**src/rtl/idct4_da_if.sv**
```systemverilog
// Handshake and result bus of the 4-point DA inverse DCT.
// The producer side drives coefficients in; the DCT block answers with
// in_ready/busy and presents one reconstructed sample per out_valid pulse.
interface idct4_da_if #(
  parameter int IN_W  = 16,
  parameter int OUT_W = 18
) ();
  logic                    in_valid;
  logic                    in_ready;
  logic signed [IN_W-1:0]  in_data;
  logic                    out_valid;
  logic signed [OUT_W-1:0] out_data;
  logic [1:0]              out_idx;
  logic                    out_last;
  logic                    busy;

  modport master (
    output in_valid, in_data,
    input  in_ready, out_valid, out_data, out_idx, out_last, busy
  );

  modport slave (
    input  in_valid, in_data,
    output in_ready, out_valid, out_data, out_idx, out_last, busy
  );
endinterface

```
**src/rtl/idct4_da.sv**
```systemverilog
// 4-point inverse DCT using bit-serial distributed arithmetic.
// Each cycle one bit-plane of the four stored coefficients addresses a
// constant table for the current output row; the table output is
// shift-accumulated LSB first, with the sign plane subtracted.
module idct4_da #(
  parameter int IN_W  = 16,
  parameter int OUT_W = 18,
  parameter int FRAC  = 14
) (
  input logic        clk,
  input logic        rst,
  idct4_da_if.slave  bus
);

  typedef enum logic [1:0] {LOAD, COMPUTE, EMIT} state_t;

  // Q1.14 inverse DCT basis; row n builds sample y_n, column k weights X_k.
  localparam logic signed [15:0] COEF [4][4] = '{
    '{ 16'sd8192,  16'sd10703,  16'sd8192,  16'sd4433 },
    '{ 16'sd8192,  16'sd4433,  -16'sd8192, -16'sd10703 },
    '{ 16'sd8192, -16'sd4433,  -16'sd8192,  16'sd10703 },
    '{ 16'sd8192, -16'sd10703,  16'sd8192, -16'sd4433 }
  };

  state_t                  state;
  logic [1:0]              cnt;
  logic [1:0]              n;
  logic [3:0]              j;
  logic signed [31:0]      acc;
  logic signed [IN_W-1:0]  x [4];
  logic                    out_valid_r;
  logic signed [OUT_W-1:0] out_data_r;
  logic [1:0]              out_idx_r;
  logic                    out_last_r;

  logic [3:0]              plane;
  logic signed [15:0]      rom_data;
  logic signed [31:0]      rom_ext;
  logic signed [31:0]      addend;

  // Table lookup: sum the row-n constants of every coefficient whose bit j is set.
  always_comb begin
    plane    = '0;
    rom_data = '0;
    for (int k = 0; k < 4; k++) begin
      plane[k] = x[k][j];
      if (plane[k]) begin
        rom_data = rom_data + COEF[n][k];
      end
    end
    rom_ext = 32'(rom_data);
    addend  = rom_ext <<< j;
  end

  // Sequencer: load four words, run 16 planes per sample, emit, repeat for 4 samples.
  always_ff @(posedge clk) begin
    if (rst) begin
      state       <= LOAD;
      cnt         <= '0;
      n           <= '0;
      j           <= '0;
      acc         <= '0;
      for (int k = 0; k < 4; k++) begin
        x[k] <= '0;
      end
      out_valid_r <= 1'b0;
      out_data_r  <= '0;
      out_idx_r   <= '0;
      out_last_r  <= 1'b0;
    end else begin
      out_valid_r <= 1'b0;
      out_last_r  <= 1'b0;
      case (state)
        LOAD: begin
          // in_ready is high throughout LOAD, so in_valid alone marks an accept.
          if (bus.in_valid) begin
            x[cnt] <= bus.in_data;
            cnt    <= cnt + 2'd1;
            if (cnt == 2'd3) begin
              state <= COMPUTE;
              n     <= '0;
              j     <= '0;
              acc   <= '0;
            end
          end
        end
        COMPUTE: begin
          if (j == 4'd15) begin
            acc   <= acc - addend;
            state <= EMIT;
          end else begin
            acc <= acc + addend;
          end
          j <= j + 4'd1;
        end
        EMIT: begin
          out_data_r  <= acc[FRAC +: OUT_W];
          out_idx_r   <= n;
          out_valid_r <= 1'b1;
          out_last_r  <= (n == 2'd3);
          acc         <= '0;
          if (n == 2'd3) begin
            state <= LOAD;
          end else begin
            n     <= n + 2'd1;
            state <= COMPUTE;
          end
        end
        default: state <= LOAD;
      endcase
    end
  end

  assign bus.in_ready  = (state == LOAD);
  assign bus.busy      = (state != LOAD);
  assign bus.out_valid = out_valid_r;
  assign bus.out_data  = out_data_r;
  assign bus.out_idx   = out_idx_r;
  assign bus.out_last  = out_last_r;

endmodule

```
**src/flat_wrapper.sv**
```systemverilog
// flat-port wrapper written by rule: the top's interface ports become plain ports
module idct4_da_flat 
#(
  parameter int IN_W  = 16,
  parameter int OUT_W = 18,
  parameter int FRAC  = 14
)
  (clk, rst, bus_in_valid, bus_in_data, bus_in_ready, bus_out_valid, bus_out_data, bus_out_idx, bus_out_last, bus_busy);
  idct4_da_if #(.IN_W(IN_W), .OUT_W(OUT_W)) bus_i ();
  input logic clk;
  input logic rst;
  input wire logic [$bits(bus_i.in_valid)-1:0] bus_in_valid;
  input wire logic [$bits(bus_i.in_data)-1:0] bus_in_data;
  output wire logic [$bits(bus_i.in_ready)-1:0] bus_in_ready;
  output wire logic [$bits(bus_i.out_valid)-1:0] bus_out_valid;
  output wire logic [$bits(bus_i.out_data)-1:0] bus_out_data;
  output wire logic [$bits(bus_i.out_idx)-1:0] bus_out_idx;
  output wire logic [$bits(bus_i.out_last)-1:0] bus_out_last;
  output wire logic [$bits(bus_i.busy)-1:0] bus_busy;
  assign bus_i.in_valid = bus_in_valid;
  assign bus_i.in_data = bus_in_data;
  assign bus_in_ready = bus_i.in_ready;
  assign bus_out_valid = bus_i.out_valid;
  assign bus_out_data = bus_i.out_data;
  assign bus_out_idx = bus_i.out_idx;
  assign bus_out_last = bus_i.out_last;
  assign bus_busy = bus_i.busy;
  idct4_da #(.IN_W(IN_W), .OUT_W(OUT_W), .FRAC(FRAC)) u_core (.clk(clk), .rst(rst), .bus(bus_i));
endmodule
```
**config.mk**
```make
export PLATFORM = sky130hd
export DESIGN_NAME = idct4_da_flat
export DESIGN_NICKNAME = d
export VERILOG_FILES = /design/src/rtl/idct4_da_if.sv /design/src/rtl/idct4_da.sv /design/src/flat_wrapper.sv
export SDC_FILE = /design/constraint.sdc
export NUM_CORES = 1
export LEC_CHECK = 0
export ABC_CLOCK_PERIOD_IN_PS = 7550
export BUFFER_PORTS_ARGS = -buffer_cell sky130_fd_sc_hd__buf_4
export CORE_ASPECT_RATIO = 0.75
export CORE_MARGIN = 3
export CORE_UTILIZATION = 45
export DETAILED_ROUTE_END_ITERATION = 10
export GPL_ROUTABILITY_DRIVEN = 0
export MAX_ROUTING_LAYER = met4
export PLACE_DENSITY = 0.72
export SLEW_MARGIN = 10
export SYNTH_ARGS = -nofsm -noshare
export SYNTH_HDL_FRONTEND = slang
export SYNTH_SLANG_ARGS = --single-unit
```
**constraint.sdc**
```tcl
create_clock -name clk -period 7.55 [get_ports clk]
set_clock_uncertainty 0.2 [all_clocks]
set_input_delay 0.3775 -clock clk [delete_from_list [all_inputs] [get_ports clk]]
set_output_delay 0.3775 -clock clk [all_outputs]
set_load 0.1 [all_outputs]
```
==> impl_metrics.json, run 1 <==
{
  "outcome": "finished, final reports clean",
  "rr_worst_depth": 34,
  "arrival_ns": 7.58,
  "numPortBuffers": 42,
  "async_flop_share": 0,
  "track_usage": 0.236,
  "path_clk_slew_ns": 0.07,
  "drt_iter0_markers": 1053,
  "seq_area_frac_synth": 0.325,
  "crit_top_cell": "mux2i_1",
  "r2r_start": "u_core.j[0]",
  "cp-end-kind": "flop",
  "hold_buffers": 0,
  "overflow": 0,
  "grt_pass1_vias": 8380,
  "fmax_mhz": 134,
  "root_buffer": "clkbuf_16",
  "cts_made_buffers": 17,
  "die_h_um": 134,
  "synthCells": 1125,
  "grt_max_degree": 65,
  "dieArea_um2": 23800,
  "syn_avg_cell_area_um2": 8.77,
  "synth_top_cell_by_area": "edfxtp_1",
  "cts.path.max_buffers": 2,
  "fin_ws_ns": 0.0608,
  "finalWirelength_um": 27400,
  "grt_pass1_wl_um": 44100,
  "yosysWarningCount": 0,
  "synthFlopType": "edfxtp_1",
  "cts_tree": "yes",
  "holdPathStages": 2,
  "hp-class": "input port to flop",
  "drc": 0,
  "ff2ff_setup_slack_ns": 0.06,
  "power.static_leakage_nw": 4.85,
  "diodes": 0,
  "finalSetupViolations": 0,
  "area_delta_synth_final_pct": 17.6,
  "synth_top_cells_by_count": "nand2_1, nor2_1, a21oi_1",
  "power_mw": 1.94,
  "slew_violations": 0,
  "die_w_um": 177,
  "grt_use_met1": 0.342,
  "max_slew_margin": 0.451,
  "min_to": "u_core.x[2][1]",
  "path_class": "flop to flop",
  "row_count": 46,
  "drtPass1Iterations": 5,
  "fin_nets": 1260,
  "h-tree-depth": 4,
  "vias": 8974,
  "crit_path_start_kind": "flop",
  "period_minus_slack_ns": 7.49,
  "min_from": "bus_in_data[1]",
  "cts.sinks": 128,
  "start_util": 0.462,
  "synth_enable_flop_cells": 64,
  "ys_types": 96,
  "ant_nets": 0,
  "power_density_nw_per_um2": 167,
  "grt_util_met2": 0.328,
  "met3_usage": 0.0555,
  "ys_ff_latch": 128,
  "pre_cts_ws_ns": -0.139,
  "crit_slowest_cell": "mux4_2",
  "antenna_found_initial": 0,
  "clock_latency_ns": 0.43,
  "dp_hpwl_um": 19300,
  "worstPathRequired_ns": 7.64,
  "rsz0062_at_grt": "yes",
  "synth_area_leaders": "edfxtp_1, dfxtp_1, ha_1",
  "grt_busiest_layer": "met1",
  "timing.final.crit_share": 0.992,
  "synth_top_area_frac": 0.195,
  "wire_per_inst_um": 18.4,
  "slowest_delay_ns": 0.53,
  "core_um2": 21400,
  "max-cap-violations": 0,
  "synthesis.area_um2": 9870,
  "ir_drop_mv": 0.129,
  "drive_gt1_frac": 0.209,
  "pin_count": 43,
  "vias_per_cell": 6.01,
  "synth_most_common_cell": "nand2_1",
  "tightest_slew_ns": 0.823,
  "crit_fanout": 6,
  "hold_viol_final": 0,
  "syn_nets": 1193,
  "crit_path_start": "u_core.j[0]",
  "rr_endpoint": "u_core.acc[31]"
}
-- timing repair --
action | CTS | global route
resized for setup | 6 | 55
setup endpoints to repair | 3 | 11
setup buffers | 1 | 18
pin swaps | 0 | 34
-- metrics by stage --
stage                      util  TNS (ns)  hold slack, ns  cell area (µm²)  std cells
final                     0.543         0          0.0618            11600       1493
after global routing      0.543    -0.917          0.0586            11600       1493
after CTS                 0.526         0          0.0492            11200       1475
after detailed placement  0.499    -0.166           0.247            10700       1442
after global placement    0.499         0           0.244            10700       1442
after floorplan               -         0           0.236             9880       1125
-- cells in the final DEF (no fill, tap or decap), types with 33 or more instances in the layout --
cell type,Yosys,layout
and2_1,62,62
nor2_1,100,97
dfxtp_1,64,62
edfxtp_1,64,64
buf_4,6,120
ha_1,45,40
o21ai_0,46,40
a21oi_1,85,81
nand2_1,103,99
mux2i_1,35,33
-- where the power goes --
| group | leakage (nW) | switching (mW) | internal, mW | total (mW) |
|---|---|---|---|---|
| combinational | 3.40 | 0.229 | 0.166 | 0.395 |
| clock | 0.265 | 0.345 | 0.435 | 0.779 |
| sequential | 1.18 | 0.0114 | 0.756 | 0.767 |
-- critical path, delay by kind of cell, from the launching register on --
kind,cells,cell delay (ns)
AND/OR/NAND/NOR,11,1.41
XOR/XNOR,1,0.11
multiplexers,5,1.25
buffers and inverters,1,0.06
flip-flops,1,0.41
AO/OA/AOI/OAI,11,2.46
adder cells (fa/ha/maj),5,1.46
-- metal layers --
metal,up-vias,share of wire
met3,53,0.078
met1,4280,0.47
li1,4287,-
met2,354,0.43
met4,0,0.019
met5,-,0
-- cell families after synthesis --
group	Yosys count	share of synthesized area
and+or+nand+nor	414	0.212
AOI/OAI and AO/OA	320	0.228
adders and majority gates	49	0.0652
DFF	128	0.325
buffers and inverters	101	0.0469
xor gates and xnor gates	64	0.0597
muxes	49	0.0640
-- layout make-up --
class / count / area [µm²]
fillers: 1864 / 9750
clock buffers: 19 / 443
well taps: 288 / 360
repair buffers: 121 / 916
multi-input cells: 896 / 6470
flip-flops and latches: 128 / 3210
clock inverters: 13 / 100
inverters: 28 / 108
-- flip-flops by register name, summed over array words and instances, names as in the netlist --
name,flops
u_core.cnt,2
u_core.bus.out_idx,2
u_core.bus.out_valid,1
u_core.acc,32
u_core.x,64
u_core.n,2
u_core.j,4
u_core.bus.out_data,18
u_core.bus.out_last,1
u_core.state,2
-- worst max-delay path by stage --
stage | endpoint | slack [ns] | cells past startpoint
finish | u_core.acc[31] | 0.06 | 34
global route | u_core.acc[31] | -0.32 | 34
CTS | u_core.acc[31] | 0.0002 | 35
detailed placement | u_core.acc[31] | -0.14 | 33
global placement | u_core.acc[31] | 0.1 | 33
floorplan | u_core.acc[31] | 0.03 | 38
Power figures use the tool's default switching activity.
==> inputs of run 2 (changes only) <==
--- a/config.mk
+++ b/config.mk
@@ -9,11 +9,11 @@
 export BUFFER_PORTS_ARGS = -buffer_cell sky130_fd_sc_hd__buf_4
 export CORE_ASPECT_RATIO = 0.75
 export CORE_MARGIN = 3
-export CORE_UTILIZATION = 45
+export CORE_UTILIZATION = 39
 export DETAILED_ROUTE_END_ITERATION = 10
 export GPL_ROUTABILITY_DRIVEN = 0
 export MAX_ROUTING_LAYER = met4
-export PLACE_DENSITY = 0.72
+export PLACE_DENSITY = 0.65
 export SLEW_MARGIN = 10
 export SYNTH_ARGS = -nofsm -noshare
 export SYNTH_HDL_FRONTEND = slang
==> impl_metrics.json, run 2 (synthesis gave the netlist of run 1 again) <==
{
  "outcome": "finished, final reports clean",
  "critPathBufInv": 3,
  "numPortBuffers": 42,
  "met3_usage": 0.0468,
  "grt_pass1_wl_um": 44000,
  "hold_buffers": 0,
  "diodes": 0,
  "die_w_um": 190,
  "slew_violations": 0,
  "drive_gt1_frac": 0.223,
  "ant_nets": 0,
  "dieArea_um2": 27300,
  "wire_per_inst_um": 18.0,
  "pre_cts_ws_ns": -0.0962,
  "period_minus_slack_ns": 7.33,
  "vias": 8892,
  "power.static_leakage_nw": 4.95,
  "crit_fanout": 6,
  "grt_pass1_vias": 8188,
  "path_clk_slew_ns": 0.07,
  "h-tree-depth": 4,
  "crit_family": "compound AO/OA/AOI/OAI gates",
  "start_util": 0.404,
  "grt_max_degree": 65,
  "cts.path.max_buffers": 2,
  "area_delta_synth_final_pct": 20.2,
  "hp-class": "input port to flop",
  "slowest_delay_ns": 0.52,
  "cts_tree": "yes",
  "cts.sinks": 128,
  "drtPass1Iterations": 5,
  "timing.final.crit_share": 0.971,
  "track_usage": 0.208,
  "fin_nets": 1275,
  "arrival_ns": 7.43,
  "final_common_cell": "buf_4",
  "top_register": "u_core.x",
  "overflow": 0,
  "ir_drop_mv": 0.182,
  "tightest_slew_ns": 0.802,
  "max_slew_margin": 0.465,
  "largest_reg_flops": 64,
  "fmax_mhz": 136,
  "path_class": "flop to flop",
  "crit_path_start_kind": "flop",
  "antenna_found_initial": 0,
  "drc": 0,
  "pin_count": 43,
  "max-cap-violations": 0,
  "final_cell_mix": "buf_4, nand2_1, nor2_1",
  "finalSetupViolations": 0,
  "crit_slowest_cell": "mux4_2",
  "core_um2": 24400,
  "fin_ws_ns": 0.220,
  "cts_made_buffers": 17,
  "clock_latency_ns": 0.43,
  "hold_viol_final": 0,
  "finalWirelength_um": 27900,
  "power_density_nw_per_um2": 170,
  "grt_use_met1": 0.297,
  "cp-end-kind": "flop",
  "row_count": 49,
  "dp_hpwl_um": 20000,
  "fin_tns_setup_ns": 0,
  "grt_busiest_layer": "met1",
  "die_h_um": 144,
  "root_buffer": "clkbuf_16",
  "grt_util_met2": 0.294,
  "vias_per_cell": 5.73,
  "worstPathRequired_ns": 7.65,
  "drt_iter0_markers": 760
}
-- run 2: cell count changes in the layout (fill, tap and decap cells not counted), moves of 2 or more --
cell / previous run / this run
inv_4: 3 / 1
nand2_4: 2 / 0
a21oi_4: 2 / 4
buf_6: 0 / 2
buf_4: 120 / 133
bufinv_16: 0 / 2
a21oi_2: 3 / 9
o21ai_2: 1 / 3
inv_8: 1 / 4
a21oi_1: 81 / 73
-- run 2: per-layer routing --
layer  up-vias  routed length (µm)
met2       306               11700
met5         -                   0
met3        40                1950
li1       4330                   -
met1      4216               13700
met4         0                 531
-- run 2: cell type report --
cell class,count,area [µm²]
Tap cell,331,414
Fill cell,2342,12500
Inverter,28,108
Sequential cell,128,3210
Clock buffer,18,429
Timing Repair Buffer,136,1040
Clock inverter,14,171
Multi-Input combinational cell,896,6490
-- run 2: worst register-to-register path: cells and delay by family (launching register included) --
kind,cells,cell delay (ns)
and+or+nand+nor,6,0.68
DFF,1,0.40
buffers and inverters,3,0.36
AOI/OAI and AO/OA,13,2.06
muxes,4,1.33
adders and majority gates,5,1.47
xor gates and xnor gates,3,0.69
-- run 2: final timing paths --
kind                                from                      to  slack (ns)  cells after the start
hold / removal            bus_in_data[2]          u_core.x[2][2]        0.08                      2
setup reg to reg             u_core.j[0]          u_core.acc[31]        0.22                     34
hold reg to reg   u_core.bus.out_data[6]  u_core.bus.out_data[6]        0.25                      2
setup / recovery             u_core.j[0]          u_core.acc[31]        0.22                     34
-- run 2: where the power goes --
| part | internal [mW] | total, mW | switching, mW | leakage (nW) |
|---|---|---|---|---|
| logic | 0.164 | 0.391 | 0.226 | 3.48 |
| clock network | 0.499 | 0.858 | 0.359 | 0.286 |
| registers | 0.756 | 0.766 | 0.00994 | 1.18 |
| total | 1.42 | 2.01 | 0.595 | 4.95 |
-- run 2: per-stage QoR --
step                hold WS (ns)  instance area, µm²  power, mW   util  instances
floorplan                  0.236                9880       1.03      -       1125
global placement           0.244               10800       1.13  0.444       1502
detailed placement         0.247               10800       1.14  0.444       1502
CTS                       0.0652               11500       2.00  0.471       1537
global route              0.0634               11900       2.10  0.486       1551
finish                    0.0760               11900       2.01  0.486       1551
-- run 2: what timing repair did --
action,4_1_cts,5_1_grt
resized for setup,6,63
pin swaps,3,36
setup buffers,3,14
setup endpoints to repair,2,11
==> inputs of run 3 (changes only) <==
--- a/config.mk
+++ b/config.mk
@@ -5,7 +5,8 @@
 export SDC_FILE = /design/constraint.sdc
 export NUM_CORES = 1
 export LEC_CHECK = 0
-export ABC_CLOCK_PERIOD_IN_PS = 7550
+export ABC_AREA = 1
+export ABC_CLOCK_PERIOD_IN_PS = 9070
 export BUFFER_PORTS_ARGS = -buffer_cell sky130_fd_sc_hd__buf_4
 export CORE_ASPECT_RATIO = 0.75
 export CORE_MARGIN = 3
@@ -13,7 +14,7 @@
 export DETAILED_ROUTE_END_ITERATION = 10
 export GPL_ROUTABILITY_DRIVEN = 0
 export MAX_ROUTING_LAYER = met4
-export PLACE_DENSITY = 0.65
+export PLACE_DENSITY = 0.63
 export SLEW_MARGIN = 10
 export SYNTH_ARGS = -nofsm -noshare
 export SYNTH_HDL_FRONTEND = slang
==> constraint.sdc (replaced) <==
create_clock -name clk -period 9.07 [get_ports clk]
set_clock_uncertainty 0.2 [all_clocks]
set_input_delay 0.4535 -clock clk [delete_from_list [all_inputs] [get_ports clk]]
set_output_delay 0.4535 -clock clk [all_outputs]
set_load 0.1 [all_outputs]
==> impl_metrics.json, run 3 <==
{
  "die_w_um": 185,
  "crit_path_start": "u_core.j[0]",
  "crit_top_cell": "nand2_1",
  "vias_per_cell": 5.32,
  "cts_setup_buffers": 0,
  "grt_pass1_wl_um": 42200,
  "final_common_cell": "nand2_1",
  "slew_violations": 0,
  "crit_family": "simple AND/OR/NAND/NOR gates",
  "final_cells": 1703,
  "hold_viol_final": 0,
  "ff2ff_setup_slack_ns": 1.51,
  "hold_buffers": 0,
  "synth_enable_flop_cells": 64,
  "holdPathStages": 3,
  "power_mw": 1.59,
  "dp_hpwl_um": 19000,
  "cts.path.max_buffers": 2,
  "finalWirelength_um": 25800,
  "ys_types": 53,
  "min_to": "u_core.x[1][2]",
  "overflow": 0,
  "clock_latency_ns": 0.43,
  "path_class": "flop to flop",
  "syn_avg_cell_area_um2": 6.84,
  "dp_cells": 1671,
  "ys_ff_latch": 128,
  "drt_iter0_markers": 868,
  "core_um2": 23300,
  "crit_slowest_cell": "dfxtp_2",
  "area_delta_synth_final_pct": 11.6,
  "die_h_um": 140,
  "fin_util": 0.449,
  "rr_endpoint": "u_core.acc[31]",
  "grt_pass1_vias": 8107,
  "drtPass1Iterations": 5,
  "worstPathRequired_ns": 9.23,
  "timing.final.crit_share": 0.834,
  "diodes": 0,
  "final_cell_mix": "nand2_1, nor2_1, nand3_1",
  "pre_cts_ws_ns": 1.61,
  "hp-class": "input port to flop",
  "path_clk_slew_ns": 0.06,
  "finalSetupViolations": 0,
  "cts_made_buffers": 17,
  "synth_top_area_frac": 0.205,
  "numPortBuffers": 42,
  "max-cap-violations": 0,
  "power.static_leakage_nw": 5.03,
  "async_flop_share": 0,
  "fmax_mhz": 132,
  "synthCells": 1371,
  "holdWs_ns": 0.183,
  "min_from": "bus_in_data[2]",
  "fin_tns_setup_ns": 0,
  "seq_area_frac_synth": 0.342,
  "ant_nets": 0,
  "finalInstanceArea_um2": 10500,
  "rr_worst_depth": 50,
  "placed_area_um2": 9880,
  "vias": 9068,
  "yosysWarningCount": 0,
  "top_register": "u_core.x",
  "fin_ws_ns": 1.51,
  "synth_most_common_cell": "nand2_1",
  "cts.sinks": 128,
  "cts_resized": 0,
  "period_minus_slack_ns": 7.56,
  "crit_fanout": 34,
  "pin_count": 43,
  "track_usage": 0.208,
  "wire_per_inst_um": 15.2,
  "grt_max_degree": 46,
  "cp-end-kind": "flop",
  "synthesis.area_um2": 9380,
  "start_util": 0.402,
  "drc": 0,
  "critPathBufInv": 8,
  "power_density_nw_per_um2": 152,
  "drive_gt1_frac": 0.115,
  "crit_path_start_kind": "flop",
  "synth_top_cells_by_count": "nand2_1, nor2_1, nand3_1",
  "ir_drop_mv": 0.132,
  "antenna_found_initial": 0,
  "largest_reg_flops": 64,
  "cts_tree": "yes",
  "syn_nets": 1439,
  "row_count": 48,
  "fin_nets": 1458,
  "rsz0062_at_grt": "no",
  "root_buffer": "clkbuf_16",
  "r2r_start": "u_core.j[0]",
  "h-tree-depth": 4,
  "synthFlopType": "edfxtp_1",
  "synth_top_cell_by_area": "edfxtp_1",
  "tightest_slew_ns": 0.964,
  "dieArea_um2": 26000,
  "synth_area_leaders": "edfxtp_1, nand2_1, dfxtp_1",
  "max_slew_margin": 0.350,
  "slowest_delay_ns": 0.67,
  "outcome": "finished, final reports clean",
  "arrival_ns": 7.72
}
==> run 3: logic make-up after synthesis <==
kind of cell    share of synthesized area
buf+inv                            0.0811
simple gates                        0.358
flops                               0.342
compound gates                      0.127
xor+xnor                           0.0243
fa+ha+maj                          0.0686
==> run 3: how the worst max path moves through the flow <==
stage	cells after the start	endpoint
2_1_floorplan	48	u_core.acc[31]
3_3_place_gp	49	u_core.acc[31]
3_5_place_dp	50	u_core.acc[31]
4_1_cts	50	u_core.acc[31]
5_1_grt	52	u_core.acc[31]
6_report	50	u_core.acc[31]
==> run 3: tightest hold or removal path, delay by kind of cell <==
family / cells / cell delay [ns]
buf+inv: 2 / 0.14
simple gates: 1 / 0.10
==> run 3: final cells by class <==
cell class / count / area, µm²
clock buffers: 18 / 429
multi-input cells: 1065 / 5430
inverters: 125 / 477
fillers: 2389 / 12800
repair buffers: 53 / 398
clock inverters: 14 / 154
flip-flops and latches: 128 / 3200
well taps: 300 / 375
==> run 3: routing by layer <==
layer,vias to the layer above,global-route usage,share of wire
li1,4572,-,-
met1,4163,0.332,0.52
met2,304,0.271,0.39
met3,29,0.0325,0.078
met4,0,0.0470,0.011
met5,-,-,0
==> run 3: report_power, final <==
group          switching, mW  total (mW)  internal (mW)
registers            0.00691       0.635          0.628
logic                  0.177       0.260         0.0833
clock network          0.287       0.696          0.409
total                  0.470        1.59           1.12
